<file path="src/rtl/shifter_operand_stage_if.sv">
`default_nettype none
// ============================================================================
// Module      : shifter_operand_stage_if
// Description : Handshake and data bundle for the shifter operand stage.
//               The upstream side carries the operand-2 request and the
//               downstream side carries the decoded barrel-shifter controls.
// Revision    : 1.0 - initial release
// ============================================================================
interface shifter_operand_stage_if;
    logic        in_valid;
    logic        in_ready;
    logic        in_imm;
    logic [11:0] in_op2;
    logic [31:0] in_rm;
    logic [7:0]  in_rs;
    logic        in_cflag;
    logic        out_valid;
    logic        out_ready;
    logic [31:0] out_value;
    logic [2:0]  out_mode;
    logic [4:0]  out_count;
    logic        out_ovr;
    logic [31:0] out_ovr_value;
    logic        out_carry;

    // Producer/consumer view (drives requests, consumes results)
    modport master (
        output in_valid, in_imm, in_op2, in_rm, in_rs, in_cflag, out_ready,
        input  in_ready, out_valid, out_value, out_mode, out_count,
               out_ovr, out_ovr_value, out_carry
    );

    // Stage view
    modport slave (
        input  in_valid, in_imm, in_op2, in_rm, in_rs, in_cflag, out_ready,
        output in_ready, out_valid, out_value, out_mode, out_count,
               out_ovr, out_ovr_value, out_carry
    );
endinterface
`default_nettype wire

</file>
<file path="src/rtl/shifter_operand_stage.sv">
`default_nettype none
// ============================================================================
// Module      : shifter_operand_stage
// Description : Decodes the ARM shifter-operand field into barrel shifter
//               value/mode/count, computes shifter carry-out, flags amounts a
//               5-bit count cannot express, and buffers results in a 2-entry
//               valid/ready FIFO.
// Revision    : 1.0 - initial release
// ============================================================================
module shifter_operand_stage #(
    parameter int DEPTH = 2
) (
    input wire logic               clk,
    input wire logic               rst,
    shifter_operand_stage_if.slave sif
);

    localparam logic [2:0] c_LSL   = 3'b000;
    localparam logic [2:0] c_LSR   = 3'b001;
    localparam logic [2:0] c_ASR   = 3'b011;
    localparam logic [2:0] c_ROR   = 3'b101;
    localparam logic [1:0] c_FULL  = 2'(DEPTH);
    localparam int         c_W     = 74;

    logic [7:0]     w_amt;
    logic [4:0]     w_n5;
    logic [1:0]     w_type;
    logic [4:0]     w_imm_cnt;
    logic [31:0]    w_imm_val;
    logic [31:0]    w_value;
    logic [2:0]     w_mode;
    logic [4:0]     w_count;
    logic           w_ovr;
    logic [31:0]    w_ovr_value;
    logic           w_carry;
    logic [c_W-1:0] w_entry;
    logic           w_push;
    logic           w_pop;

    logic [c_W-1:0] r_mem [DEPTH];
    logic           r_wptr;
    logic           r_rptr;
    logic [1:0]     r_count;

    assign w_type    = sif.in_op2[6:5];
    assign w_amt     = sif.in_op2[4] ? sif.in_rs : {3'b000, sif.in_op2[11:7]};
    assign w_n5      = w_amt[4:0];
    assign w_imm_cnt = {sif.in_op2[11:8], 1'b0};
    assign w_imm_val = {24'b0, sif.in_op2[7:0]};

    // Decode the operand-2 encoding into shifter controls, carry and overrides
    always_comb begin
        w_value     = sif.in_rm;
        w_mode      = c_LSL;
        w_count     = 5'd0;
        w_ovr       = 1'b0;
        w_ovr_value = 32'd0;
        w_carry     = sif.in_cflag;
        if (sif.in_imm) begin
            // Rotated immediate: carry is bit 31 of the rotated byte
            w_value = w_imm_val;
            w_mode  = c_ROR;
            w_count = w_imm_cnt;
            if (w_imm_cnt != 5'd0) begin
                w_carry = w_imm_val[w_imm_cnt - 5'd1];
            end
        end else if (w_amt == 8'd0) begin
            // Register-form zero amount is a plain pass-through; the
            // immediate form encodes LSR/ASR #32 and RRX here instead
            if (!sif.in_op2[4]) begin
                case (w_type)
                    2'b01: begin
                        w_ovr       = 1'b1;
                        w_ovr_value = 32'd0;
                        w_carry     = sif.in_rm[31];
                    end
                    2'b10: begin
                        w_ovr       = 1'b1;
                        w_ovr_value = {32{sif.in_rm[31]}};
                        w_carry     = sif.in_rm[31];
                    end
                    2'b11: begin
                        w_ovr       = 1'b1;
                        w_ovr_value = {sif.in_cflag, sif.in_rm[31:1]};
                        w_carry     = sif.in_rm[0];
                    end
                    default: begin
                        w_ovr = 1'b0;
                    end
                endcase
            end
        end else if (w_amt[7:5] == 3'd0) begin
            // Amount 1..31: the shifter handles it directly
            w_count = w_n5;
            case (w_type)
                2'b00:   w_mode = c_LSL;
                2'b01:   w_mode = c_LSR;
                2'b10:   w_mode = c_ASR;
                default: w_mode = c_ROR;
            endcase
            // 0 - n wraps to 32 - n for n in 1..31
            w_carry = (w_type == 2'b00) ? sif.in_rm[5'd0 - w_n5]
                                        : sif.in_rm[w_n5 - 5'd1];
        end else begin
            // Register amount of 32 or more
            case (w_type)
                2'b00: begin
                    w_ovr   = 1'b1;
                    w_carry = (w_amt == 8'd32) ? sif.in_rm[0] : 1'b0;
                end
                2'b01: begin
                    w_ovr   = 1'b1;
                    w_carry = (w_amt == 8'd32) ? sif.in_rm[31] : 1'b0;
                end
                2'b10: begin
                    w_ovr       = 1'b1;
                    w_ovr_value = {32{sif.in_rm[31]}};
                    w_carry     = sif.in_rm[31];
                end
                default: begin
                    // Rotation is modulo 32; n[4:0] = 0 wraps the index to
                    // bit 31, which is exactly the required carry
                    w_mode  = c_ROR;
                    w_count = w_n5;
                    w_carry = sif.in_rm[w_n5 - 5'd1];
                end
            endcase
        end
        // Overridden results feed the shifter as an identity LSL #0
        if (w_ovr) begin
            w_value = w_ovr_value;
            w_mode  = c_LSL;
            w_count = 5'd0;
        end
    end

    assign w_entry = {w_value, w_mode, w_count, w_ovr, w_ovr_value, w_carry};

    assign sif.in_ready  = (r_count != c_FULL) && !rst;
    assign sif.out_valid = (r_count != 2'd0);
    assign w_push        = sif.in_valid && sif.in_ready;
    assign w_pop         = sif.out_valid && sif.out_ready;

    assign {sif.out_value, sif.out_mode, sif.out_count, sif.out_ovr,
            sif.out_ovr_value, sif.out_carry} = r_mem[r_rptr];

    // FIFO storage, pointers and occupancy
    always_ff @(posedge clk) begin
        if (rst) begin
            for (int i = 0; i < DEPTH; i++) begin
                r_mem[i] <= '0;
            end
            r_wptr  <= 1'b0;
            r_rptr  <= 1'b0;
            r_count <= 2'd0;
        end else begin
            if (w_push) begin
                r_mem[r_wptr] <= w_entry;
                r_wptr        <= ~r_wptr;
            end
            if (w_pop) begin
                r_rptr <= ~r_rptr;
            end
            case ({w_push, w_pop})
                2'b10:   r_count <= r_count + 2'd1;
                2'b01:   r_count <= r_count - 2'd1;
                default: r_count <= r_count;
            endcase
        end
    end

endmodule
`default_nettype wire

</file>
<file path="src/flat_wrapper.sv">
// flat-port wrapper written by rule: the top's interface ports become plain ports
module shifter_operand_stage_flat 
#(
    parameter int DEPTH = 2
)
  (clk, rst, sif_in_valid, sif_in_imm, sif_in_op2, sif_in_rm, sif_in_rs, sif_in_cflag, sif_out_ready, sif_in_ready, sif_out_valid, sif_out_value, sif_out_mode, sif_out_count, sif_out_ovr, sif_out_ovr_value, sif_out_carry);
  shifter_operand_stage_if sif_i ();
  input wire logic clk;
  input wire logic rst;
  input wire logic [$bits(sif_i.in_valid)-1:0] sif_in_valid;
  input wire logic [$bits(sif_i.in_imm)-1:0] sif_in_imm;
  input wire logic [$bits(sif_i.in_op2)-1:0] sif_in_op2;
  input wire logic [$bits(sif_i.in_rm)-1:0] sif_in_rm;
  input wire logic [$bits(sif_i.in_rs)-1:0] sif_in_rs;
  input wire logic [$bits(sif_i.in_cflag)-1:0] sif_in_cflag;
  input wire logic [$bits(sif_i.out_ready)-1:0] sif_out_ready;
  output wire logic [$bits(sif_i.in_ready)-1:0] sif_in_ready;
  output wire logic [$bits(sif_i.out_valid)-1:0] sif_out_valid;
  output wire logic [$bits(sif_i.out_value)-1:0] sif_out_value;
  output wire logic [$bits(sif_i.out_mode)-1:0] sif_out_mode;
  output wire logic [$bits(sif_i.out_count)-1:0] sif_out_count;
  output wire logic [$bits(sif_i.out_ovr)-1:0] sif_out_ovr;
  output wire logic [$bits(sif_i.out_ovr_value)-1:0] sif_out_ovr_value;
  output wire logic [$bits(sif_i.out_carry)-1:0] sif_out_carry;
  assign sif_i.in_valid = sif_in_valid;
  assign sif_i.in_imm = sif_in_imm;
  assign sif_i.in_op2 = sif_in_op2;
  assign sif_i.in_rm = sif_in_rm;
  assign sif_i.in_rs = sif_in_rs;
  assign sif_i.in_cflag = sif_in_cflag;
  assign sif_i.out_ready = sif_out_ready;
  assign sif_in_ready = sif_i.in_ready;
  assign sif_out_valid = sif_i.out_valid;
  assign sif_out_value = sif_i.out_value;
  assign sif_out_mode = sif_i.out_mode;
  assign sif_out_count = sif_i.out_count;
  assign sif_out_ovr = sif_i.out_ovr;
  assign sif_out_ovr_value = sif_i.out_ovr_value;
  assign sif_out_carry = sif_i.out_carry;
  shifter_operand_stage #(.DEPTH(DEPTH)) u_core (.clk(clk), .rst(rst), .sif(sif_i));
endmodule
</file>
<file path="config.mk">
export PLATFORM = sky130hd
export DESIGN_NAME = shifter_operand_stage_flat
export DESIGN_NICKNAME = d
export VERILOG_FILES = /design/src/rtl/shifter_operand_stage_if.sv /design/src/rtl/shifter_operand_stage.sv /design/src/flat_wrapper.sv
export SDC_FILE = /design/constraint.sdc
export NUM_CORES = 1
export LEC_CHECK = 0
export CORE_ASPECT_RATIO = 0.75
export CORE_MARGIN = 4
export CORE_UTILIZATION = 49
export CTS_CLUSTER_DIAMETER = 50
export DETAILED_ROUTE_END_ITERATION = 12
export GPL_TIMING_DRIVEN = 0
export PLACE_DENSITY_LB_ADDON = 0.1
export SYNTH_ARGS = -nofsm -noshare
export SYNTH_HDL_FRONTEND = slang
export SYNTH_SLANG_ARGS = --single-unit
</file>
<file path="constraint.sdc">
create_clock -name clk -period 3.9 [get_ports clk]
set_input_delay 0.78 -clock clk [delete_from_list [all_inputs] [get_ports clk]]
set_output_delay 0.78 -clock clk [all_outputs]
set_load 0.1 [all_outputs]
</file>
**Word-level counts from Yosys, hierarchy flattened**

Memory sizes are Yosys's and may differ from the RTL's. A register that Yosys moved wholly into a read port is not among the register bits.
Index checks and enable logic that the tools add are counted.

- Register bits after elaboration: 4
- Bits in latches: 0
- RAM bits: 148
- ROM bits: 0
- Input bits: 58
- Output and inout bits: 76
- Word-level logic and storage cells: 88
- Memories: 1

- Add/subtract/negate cells: 5
- Multiply operators: 0
- Div/mod/pow operators: 0
- Order comparisons: 3
- Equality and inequality tests: 7
- Shifts and indexed selects: 0
- Multiplexer cells: 53
- Bitwise gates (word level): 2
- Reduce and logical (&&, ||, !) cells: 14

Memory list:

| name | depth | bits a word | read ports | clocked after Yosys merged registers in | write ports | line | source |
|---|---|---|---|---|---|---|---|
| u_core.r_mem | 2 | 74 | 1 | 1 | 2 | shifter_operand_stage.sv:40 | `logic [c_W-1:0] r_mem [DEPTH];` |

Operators with widths:

| cell | number |
|---|---|
| $mux W32 | 7 |
| $mux W74 | 1 |
| $reduce_or A74 Y1 | 1 |
| $pmux W32 S2 | 1 |
| $mux W1 | 26 |
| $mux W5 | 5 |
| $lt A5 B6 Y1 const B | 3 |
| $bmux W1 S5 | 3 |
| $mux W3 | 5 |
| $sub A5 B1 Y5 const B | 2 |
| $pmux W3 S3 | 1 |
| $eq A8 B6 Y1 const B | 1 |
| $logic_not A8 Y1 | 1 |
| $mux W8 | 1 |
| $eq A2 B2 Y1 const B | 3 |
| $reduce_or A3 Y1 | 2 |
| $reduce_bool A5 Y1 | 1 |
| $sub A1 B5 Y5 const A | 1 |
| $eq A2 B1 Y1 const B | 2 |
| $pmux W2 S2 | 1 |
| $reduce_bool A2 Y1 | 2 |
| $logic_and A1 B1 Y1 | 3 |
| $logic_not A3 Y1 | 1 |
| $pmux W1 S3 | 1 |
| other kinds (8) | 9 |

**Longest topological paths before layout**

- Depth after elaboration: 9
- Mapped depth: 12
- Mapped depth without buffers: 9

**Least setup slack after synthesis**

No wires, ideal clock.

- Kind: input to register
- Start point: input port rst
- End point: memory u_core.r_mem[0][0], enable pin
- Library setup time: 0.445 ns
- Data arrival time: 5.026 ns
- Data required time: 3.455 ns
- Setup slack: -1.570 ns
- Stages on the path: 6
- Path buffers: 2
- Cell sequence: clkbuf_1 -> a21oi_1 -> nand2_1 -> or2_2 -> clkbuf_1 -> nand2b_1

RTL lines:

| element | line | source |
|---|---|---|
| start: declaration | flat_wrapper.sv:9 | `input wire logic rst;` |
| end: declaration | shifter_operand_stage.sv:40 |  |

==> flow_summary.json <==
{
  "required_ns": 4.05,
  "nets": 966,
  "grt_most_used_layer": "met2",
  "fill_cells": 1354,
  "hold_path_class": "register to register",
  "setup_viol": 0,
  "dp_hpwl_um": 17000,
  "grt_usage": 0.250,
  "yosysSeqAreaShare": 0.538,
  "timing.rr.start": "u_core.r_count[0]",
  "pre_cts_ws_ns": -1.46,
  "grt_max_degree": 59,
  "overflow": 0,
  "grtUsageMet1": 0.351,
  "numPortBuffers": 131,
  "drtIter0Drc": 551,
  "fmaxAchievable_ghz": 0.270,
  "drive_above_1_share": 0.177,
  "synth_area_leaders": "edfxtp_1, mux2_2, nor2_1",
  "slowest_stage": "clkdlybuf4s50_1",
  "drc": 0,
  "fin_crit_sh": 0.951,
  "die_area_sq_um": 19400,
  "wl_um": 24100,
  "fin_skew_ns": 0.00835,
  "die_w_um": 160,
  "worstHoldPathCells": 2,
  "crit_path_start_kind": "primary input",
  "grt_pass1_vias": 6631,
  "start_util": 0.500,
  "yosysWarnings": 0,
  "ctsHoldBuffers": 0,
  "path_cells": "clkdlybuf4s50_1 > mux2i_4 > buf_2 > ha_2 > buf_4 > buf_6 > mux4_2 > a211oi_1 > a21oi_1 > a221oi_2 > o31ai_1",
  "crit_path_max_fanout": 11,
  "antenna_cells": 0,
  "drtAntennaViolNets": 0,
  "met3_usage": 0.0666,
  "syn2layout_area_growth_pct": 26.9,
  "power.leakage_nw": 3.94,
  "finalInstanceArea_sq_um": 10700,
  "ys.flop_type": "edfxtp_1",
  "slew_violations": 0,
  "hold-path-endpoint": "u_core.r_count[1]",
  "critPathBufInv": 4,
  "rr_worst_depth": 7,
  "syn_nets": 813,
  "r2r_setup_slack_ns": 1.40,
  "criticalPathCategory": "primary input to register",
  "syn_avg_cell_area_sq_um": 11.3,
  "hold_ws_ns": 0.519,
  "dieHeight_um": 122,
  "clk_transition_reported_paths_ns": 0.06,
  "yosys.area.top_type": "edfxtp_1",
  "antenna_found_initial": 1,
  "reg2reg_to": "u_core.r_mem[0][32]",
  "dpl_cell_area_sq_um": 10100,
  "worst_hold_startpoint": "u_core.r_count[1]",
  "max_stage_delay_ns": 0.55,
  "netlist_instances": 745,
  "cts_made_buffers": 17,
  "htreeDepth": 4,
  "vias": 6630,
  "ir_drop_v": 0.000432,
  "maxCapViolCount": 0,
  "synth-seq-cells": 153,
  "gp_congestion": 0.902,
  "clockBufferDepth": 2,
  "num_io_pins": 134,
  "detail_route.vias_per_cell": 5.89,
  "synthArstFlopShare": 0,
  "synth_edf_count": 148,
  "root_buffer": "clkbuf_16",
  "tightest_slew_ns": 0.986,
  "cts_tree": "done",
  "post-route-min-period_ns": 3.71,
  "cp.arrival_ns": 3.86,
  "clock_sinks": 153,
  "core_sq_um": 16900,
  "clk_latency_ns": 0.43,
  "syn_area_sq_um": 8440,
  "rows": 41,
  "cellPowerDensity_nw_per_um2": 614,
  "synthDistinctLibCells": 55,
  "rsz0062_at_grt": "no",
  "cp-end-kind": "register",
  "layout_setup_ws_ns": 0.192,
  "hold_viol": 0,
  "synth_top_area_frac": 0.526,
  "wl_per_cell_um": 21.4,
  "max-slew-margin-rel": 0.341,
  "dr.pass1.iters": 5,
  "setup_tns_ns": 0,
  "status": "complete, no violations",
  "grtUsageMet2": 0.386,
  "cp_top_family": "buffers and inverters",
  "grt_first_pass_wirelength_um": 37300
}
-- state kept, by name (all words and copies together), names as in the netlist, named ones only --
name and count:
u_core.r_rptr 1, u_core.r_mem 148, u_core.r_count 2, u_core.r_wptr 1
-- worst max path at each step --
stage,start,endpoint,slack [ns],cells past startpoint
2_1_floorplan,rst,u_core.r_mem[0][0],0.003,6
3_3_place_gp,sif_in_op2[4],u_core.r_mem[0][0],-1.41,12
3_5_place_dp,sif_in_op2[4],u_core.r_mem[0][0],-1.46,12
4_1_cts,register,sif_out_value[4],0.00002,4
5_1_grt,sif_in_op2[7],u_core.r_mem[0][0],0.06,11
6_report,sif_in_op2[7],u_core.r_mem[0][0],0.19,11
-- cell type report --
class                           instances  area (sq um)  share of cell area
Buffer                                 58           254              0.0237
Timing Repair Buffer                  134          1300               0.122
Inverter                                8          30.0             0.00280
Clock inverter                         15           188              0.0175
Multi-Input combinational cell        526          3700               0.345
Sequential cell                       153          4540               0.424
Tap cell                              215           269              0.0251
Clock buffer                           17           425              0.0397
-- cell usage in the layout, fill, tap and decap left out, types with 7 or more instances in the layout --
cell type	netlist	layout
edfxtp_1	148	148
nor2_1	117	117
mux2_2	83	83
clkdlybuf4s50_1	0	70
dlygate4sd2_1	0	59
o21ai_0	54	52
a21oi_1	50	48
clkbuf_1	46	44
nand2_1	40	40
nand3_1	28	28
and2_1	25	25
nor2b_1	25	25
clkbuf_16	0	17
mux4_2	15	15
o21ai_1	11	13
ha_1	10	9
inv_1	8	8
buf_2	9	7
-- per-stage QoR --
stage | total power, W | std cells | utilization
finish | 0.00657 | 1126 | 0.635
CTS | 0.00659 | 1126 | 0.633
detailed placement | 0.00497 | 1093 | 0.598
global route | 0.00677 | 1126 | 0.635
global placement | 0.00495 | 1091 | 0.594
floorplan | 0.00427 | 745 | -
-- power breakdown --
part	switching [W]	internal [W]
Sequential	0.0000404	0.00195
Clock	0.000717	0.00102
Combinational	0.00216	0.000688
Total	0.00292	0.00365
-- synthesized netlist by cell type, types with 6 or more instances --
library cell  instances
a21oi_1              50
clkbuf_1             46
buf_2                 9
o21ai_0              54
o31ai_1               6
nor2_1              117
and2_1               25
o21ai_1              11
nand2_1              40
edfxtp_1            148
mux4_2               15
nand3_1              28
nor2b_1              25
ha_1                 10
mux2_2               83
inv_1                 8
-- worst register-to-register path: cells and delay by family (launching register included) --
family | cells | cell delay, ns
AND/OR/NAND/NOR | 3 | 0.79
buffers and inverters | 3 | 0.73
flip-flops | 1 | 0.40
AO/OA/AOI/OAI | 1 | 0.18
-- routing by layer --
metal | share of wire | vias to the layer above
li1 | - | 3038
met1 | 0.44 | 3266
met2 | 0.47 | 291
met3 | 0.079 | 33
met4 | 0.014 | 2
met5 | 0.00046 | -
-- repair_timing --
item                                    in CTS  in global routing
gates resized for setup                     72                  9
gates cloned                                 0                  0
buffers inserted                             1                  0
endpoints found under the setup margin     191                124
-- cell families (layout without fill, tap and decap cells) --
group,count (synthesis),after routing,share of synthesized area
fa+ha+maj,10,10,0.0148
flops,153,153,0.538
mux,107,107,0.167
buf+inv,66,232,0.0311
simple gates,255,255,0.139
compound gates,146,146,0.100
xor+xnor,8,8,0.00919
Power figures use the tool's default switching activity.
